===== src/rtl/expr_arbiter_pkg.sv =====
// Shared constants and state encodings for the two-requester expression arbiter.
// Also holds small character-class helpers used by the recognizer.
package expr_arbiter_pkg;

    localparam logic [7:0] ASCII_0    = 8'd48;
    localparam logic [7:0] ASCII_9    = 8'd57;
    localparam logic [7:0] ASCII_PLUS = 8'd43;
    localparam logic [7:0] ASCII_STAR = 8'd42;

    typedef enum logic [1:0] {
        START   = 2'd0,
        DIGIT   = 2'd1,
        OP      = 2'd2,
        ILLEGAL = 2'd3
    } recog_state_e;

    typedef enum logic [1:0] {
        IDLE   = 2'd0,
        STREAM = 2'd1,
        REPORT = 2'd2
    } ctrl_state_e;

    function automatic logic is_digit(input logic [7:0] c);
        return (c >= ASCII_0) && (c <= ASCII_9);
    endfunction

    function automatic logic is_op(input logic [7:0] c);
        return (c == ASCII_PLUS) || (c == ASCII_STAR);
    endfunction

endpackage


===== src/rtl/expr_recog.sv =====
// Recognizer for digit ((+|*) digit)*; advances one character per asserted step.
// sclr restarts the recognizer and wins over a simultaneous step.
module expr_recog
    import expr_arbiter_pkg::*;
(
    input  logic       clk,
    input  logic       clr,
    input  logic       sclr,
    input  logic       step,
    input  logic [7:0] in,
    output logic       accept
);

    recog_state_e state_q;
    recog_state_e state_d;

    // Next-state: ILLEGAL is absorbing until a restart
    always_comb begin
        state_d = state_q;
        if (sclr) begin
            state_d = START;
        end else if (step) begin
            case (state_q)
                START:   state_d = is_digit(in) ? DIGIT : ILLEGAL;
                DIGIT:   state_d = is_op(in)    ? OP    : ILLEGAL;
                OP:      state_d = is_digit(in) ? DIGIT : ILLEGAL;
                ILLEGAL: state_d = ILLEGAL;
                default: state_d = ILLEGAL;
            endcase
        end else begin
            state_d = state_q;
        end
    end

    // State register
    always_ff @(posedge clk or posedge clr) begin
        if (clr) begin
            state_q <= START;
        end else begin
            state_q <= state_d;
        end
    end

    assign accept = (state_q == DIGIT);

endmodule


===== src/rtl/expr_arbiter.sv =====
// Round-robin sharing of one expression recognizer between two byte streams,
// granting whole strings and reporting one (id, accept, length) record per string.
module expr_arbiter
    import expr_arbiter_pkg::*;
#(
    parameter int LEN_W = 8
) (
    input  logic             clk,
    input  logic             clr,
    input  logic             req0_valid,
    input  logic [7:0]       req0_data,
    input  logic             req0_last,
    output logic             req0_ready,
    input  logic             req1_valid,
    input  logic [7:0]       req1_data,
    input  logic             req1_last,
    output logic             req1_ready,
    output logic             res_valid,
    output logic             res_id,
    output logic             res_accept,
    output logic [LEN_W-1:0] res_len,
    input  logic             res_ready
);

    ctrl_state_e      state_q;
    ctrl_state_e      state_d;
    logic             gnt_q;
    logic             gnt_d;
    logic             last_grant_q;
    logic             last_grant_d;
    logic [LEN_W-1:0] len_q;
    logic [LEN_W-1:0] len_d;

    logic             sclr_s;
    logic             step_s;
    logic             valid_s;
    logic             last_s;
    logic [7:0]       data_s;
    logic             accept_s;

    assign valid_s = gnt_q ? req1_valid : req0_valid;
    assign last_s  = gnt_q ? req1_last  : req0_last;
    assign data_s  = gnt_q ? req1_data  : req0_data;

    // Controller next-state, grant choice and length counting
    always_comb begin
        state_d      = state_q;
        gnt_d        = gnt_q;
        last_grant_d = last_grant_q;
        len_d        = len_q;
        sclr_s       = 1'b0;
        step_s       = 1'b0;
        case (state_q)
            IDLE: begin
                if (req0_valid || req1_valid) begin
                    // Contention goes to whoever was not served last
                    gnt_d   = (req0_valid && req1_valid) ? ~last_grant_q : req1_valid;
                    len_d   = {LEN_W{1'b0}};
                    sclr_s  = 1'b1;
                    state_d = STREAM;
                end else begin
                    state_d = IDLE;
                end
            end
            STREAM: begin
                if (valid_s) begin
                    step_s  = 1'b1;
                    len_d   = (&len_q) ? len_q : len_q + {{(LEN_W-1){1'b0}}, 1'b1};
                    state_d = last_s ? REPORT : STREAM;
                end else begin
                    state_d = STREAM;
                end
            end
            REPORT: begin
                if (res_ready) begin
                    last_grant_d = gnt_q;
                    state_d      = IDLE;
                end else begin
                    state_d = REPORT;
                end
            end
            default: begin
                state_d = IDLE;
            end
        endcase
    end

    // Controller registers
    always_ff @(posedge clk or posedge clr) begin
        if (clr) begin
            state_q      <= IDLE;
            gnt_q        <= 1'b0;
            last_grant_q <= 1'b1;
            len_q        <= {LEN_W{1'b0}};
        end else begin
            state_q      <= state_d;
            gnt_q        <= gnt_d;
            last_grant_q <= last_grant_d;
            len_q        <= len_d;
        end
    end

    expr_recog u_recog (
        .clk    (clk),
        .clr    (clr),
        .sclr   (sclr_s),
        .step   (step_s),
        .in     (data_s),
        .accept (accept_s)
    );

    assign req0_ready = (state_q == STREAM) && !gnt_q;
    assign req1_ready = (state_q == STREAM) &&  gnt_q;
    assign res_valid  = (state_q == REPORT);
    assign res_id     = (state_q == REPORT) && gnt_q;
    assign res_accept = (state_q == REPORT) && accept_s;
    assign res_len    = (state_q == REPORT) ? len_q : {LEN_W{1'b0}};

endmodule


===== config.mk =====
export PLATFORM = sky130hd
export DESIGN_NAME = expr_arbiter
export DESIGN_NICKNAME = d
export VERILOG_FILES = /design/src/rtl/expr_arbiter_pkg.sv /design/src/rtl/expr_recog.sv /design/src/rtl/expr_arbiter.sv
export SDC_FILE = /design/constraint.sdc
export NUM_CORES = 1
export LEC_CHECK = 0
export BUFFER_PORTS_ARGS = -buffer_cell sky130_fd_sc_hd__buf_2
export CAP_MARGIN = 20
export CORE_ASPECT_RATIO = 1.5
export CORE_MARGIN = 2
export CORE_UTILIZATION = 47
export CTS_BUF_LIST = sky130_fd_sc_hd__clkbuf_16
export CTS_CLUSTER_DIAMETER = 120
export DETAILED_ROUTE_END_ITERATION = 10
export GPL_ROUTABILITY_DRIVEN = 0
export PLACE_DENSITY = 0.86
export SYNTH_ARGS = -nofsm -noshare
export SYNTH_HDL_FRONTEND = slang
export SYNTH_SLANG_ARGS = --single-unit
export TNS_END_PERCENT = 10

===== constraint.sdc =====
create_clock -name clk -period 1.9 [get_ports clk]
set_input_delay 0.19 -clock clk [delete_from_list [all_inputs] [get_ports clk]]
set_output_delay 0.19 -clock clk [all_outputs]
set_load 0.05 [all_outputs]

==> results.sh <==
export IMPL_io_buffers=33
export IMPL_fin_skew_ns=0.00205
export IMPL_cts_buffers=3
export IMPL_grt_first_pass_wirelength_um=3660
export IMPL_synthFlopType="dfrtp_1"
export IMPL_track_usage=0.230
export IMPL_start_util=0.503
export IMPL_fin_crit_sh=0.935
export IMPL_relSlewSlack=0.644
export IMPL_outcome="complete, no violations"
export IMPL_die_area_um2=2340
export IMPL_synth_seq_cells=14
export IMPL_finalHoldViolCount=0
export IMPL_cap_violations=0
export IMPL_worstHoldStart="res_ready"
export IMPL_clkTransAtPathRegs_ns=0.05
export IMPL_yosys_warnings=0
export IMPL_die_h_um=58.2
export IMPL_grt_pass1_vias=913
export IMPL_totalWireLength_um=2290
export IMPL_tightest_slew_ns=0.533
export IMPL_p_per_area_nw_per_um2=1310
export IMPL_dpl_hpwl_um=1770
export IMPL_tns_ns=0
export IMPL_cp_slowest_cell="a211o_1"
export IMPL_post_cts_buffers=0
export IMPL_num_io_pins=36
export IMPL_grt_antenna_before_repair=0
export IMPL_synth_area_leader_cell="dfrtp_1"
export IMPL_r2r_start="gnt_q$_DFFE_PP0P_"
export IMPL_hold_path_end="state_q[1]$_DFF_PP0_"
export IMPL_synth_cell_types=41
export IMPL_hold_class="input pin to flop"
export IMPL_crit_arrival_ns=1.91
export IMPL_hold_path_depth=2
export IMPL_clock_fmax_ghz=0.563
export IMPL_reg2regPathDepth=4
export IMPL_cp_start_kind="flop"
export IMPL_antenna_cells=0
export IMPL_clk_path_buf_depth=2
export IMPL_synthesis_nets=127
export IMPL_yosysSeqAreaShare=0.382
export IMPL_path_cells="mux2i_1 -> a211o_1 -> a31oi_1 -> mux2_2"
export IMPL_vdd_drop_max_mv=1.34
export IMPL_syn_avg_cell_area_um2=8.94
export IMPL_ant_nets=0
export IMPL_synth_area_leaders="dfrtp_1 (35%), and2_1 (7.5%), nor2_1 (3.7%), nand2b_1 (3.4%), a21oi_1 (3.3%)"
export IMPL_htreeDepth=1
export IMPL_period_needed_ns=1.78
export IMPL_via_per_inst=5.82
export IMPL_clk_insertion_delay_late_ns=0.24
export IMPL_cts_sinks=14
export IMPL_drcViolationCount=0
export IMPL_final_util=0.664
export IMPL_cts_root_buf="clkbuf_16"
export IMPL_async_flop_share=1.00
export IMPL_drt_iter0_drc=27
export IMPL_grt_max_degree=15
export IMPL_syn_inst=103
export IMPL_rsz0062_at_grt="no"
export IMPL_critPathTopFamily="compound AO/OA/AOI/OAI gates"
export IMPL_drt_first_pass_iters=4
export IMPL_nets=167
export IMPL_slew_viol_final=0
export IMPL_overflow=0
export IMPL_r2r_slack_ns=0.12
export IMPL_whs_ns=0.163
export IMPL_reg2reg_to="len_q[0]$_DFFE_PP0P_"
export IMPL_synth_top_area_share=0.353
export IMPL_cp_buffers_inverters=0
export IMPL_cp_max_fo=7
export IMPL_crit_path_end_kind="flop"
export IMPL_drive_above_1_share=0.310
export IMPL_critPathKind="flop to flop"
export IMPL_vias=948
export IMPL_syn_cell_area_um2=921
export IMPL_crit_required_ns=2.03
export IMPL_die_x_um=40.1
export IMPL_core_region_area_um2=1830
export IMPL_setup_violations=0
export IMPL_p_leak_uw=0.000583
export IMPL_critical_path_max_stage_delay_ns=0.42
export IMPL_wl_per_cell_um=14.0
export IMPL_synth_most_common_cell="dfrtp_1"
export IMPL_std_cell_rows=19
export IMPL_cts_tree="yes"
export IMPL_synthTopCellsByCount="dfrtp_1 (13), and2_1 (11), nor2_1 (9), nand2_1 (8), a21oi_1 (6)"
export IMPL_synth_edf_count=0
export IMPL_syn_to_final_growth_pct=31.9
[logic make-up after synthesis]
| family | after synthesis | synth area share |
|---|---|---|
| buf+inv | 6 | 0.0258 |
| fa+ha+maj | 1 | 0.0136 |
| flops | 14 | 0.382 |
| mux | 4 | 0.0462 |
| compound gates | 28 | 0.231 |
| simple gates | 50 | 0.302 |
[flip-flops by register name (all words and copies together) (netlist names)]
| signal | cells |
|---|---|
| gnt_q | 1 |
| last_grant_q | 1 |
| len_q | 8 |
| state_q | 2 |
| u_recog.state_q | 2 |
[stage by stage]
step	instances	cell area [um^2]	worst slack (ns)	total power (uW)
floorplan	103	921	0.256	990
global placement	158	1130	0.202	1160
detailed placement	158	1130	0.136	1190
CTS	163	1210	0.119	1610
global route	163	1210	0.0308	1700
finish	163	1210	0.123	1590
[cell usage in the layout (no fill, tap or decap), types with 2 or more instances in the layout]
| master | instances |
|---|---|
| buf_2 | 33 |
| dfrtp_1 | 13 |
| and2_1 | 11 |
| nor2_1 | 9 |
| nand2_1 | 8 |
| a21oi_1 | 6 |
| nand2b_1 | 5 |
| nand3_1 | 4 |
| o21ai_0 | 4 |
| a31oi_1 | 3 |
| inv_1 | 3 |
| clkbuf_16 | 3 |
| buf_4 | 3 |
| mux2i_1 | 2 |
| nor3_1 | 2 |
| nor3b_1 | 2 |
| mux2_2 | 2 |
| nor4bb_1 | 2 |
| o311a_1 | 2 |
[per-layer routing]
| metal | vias up | routed length, um | track usage |
|---|---|---|---|
| met4 | 0 | 59 | 0.133 |
| met5 | - | 0 | 0 |
| li1 | 459 | - | - |
| met3 | 7 | 146 | 0.0690 |
| met2 | 39 | 1230 | 0.394 |
| met1 | 443 | 851 | 0.228 |
[how the worst max path moves through the flow]
stage                              start              endpoint  cells after the start
finish                 gnt_q$_DFFE_PP0P_  len_q[0]$_DFFE_PP0P_                      4
global route        state_q[0]$_DFF_PP0_            res_len[4]                      4
CTS                 state_q[0]$_DFF_PP0_            res_len[3]                      4
detailed placement     gnt_q$_DFFE_PP0P_  len_q[0]$_DFFE_PP0P_                      4
global placement       gnt_q$_DFFE_PP0P_  len_q[0]$_DFFE_PP0P_                      4
floorplan              gnt_q$_DFFE_PP0P_  len_q[0]$_DFFE_PP0P_                      4
[power breakdown]
part / leakage [uW] / switching [uW] / internal (uW) / total, uW
Combinational: 0.000365 / 429 / 266 / 696
Sequential: 0.000180 / 101 / 398 / 499
Clock: 0.0000385 / 121 / 278 / 399
Total: 0.000583 / 651 / 943 / 1590
[final cells by class]
type                       instances  area [um^2]
timing repair buffer              37          198
multi-input combinational         83          546
clock buffer                       3         75.1
sequential                        14          352
clock inverter                     1         3.75
tap                               21         26.3
inverter                           4         15.0
fill                             146          616
[what timing repair did]
action,CTS,global route
hold buffers,1,0
endpoints found under the hold margin,3,0
gates resized for setup,0,0
No activity file was read; power rests on OpenSTA's default activity.
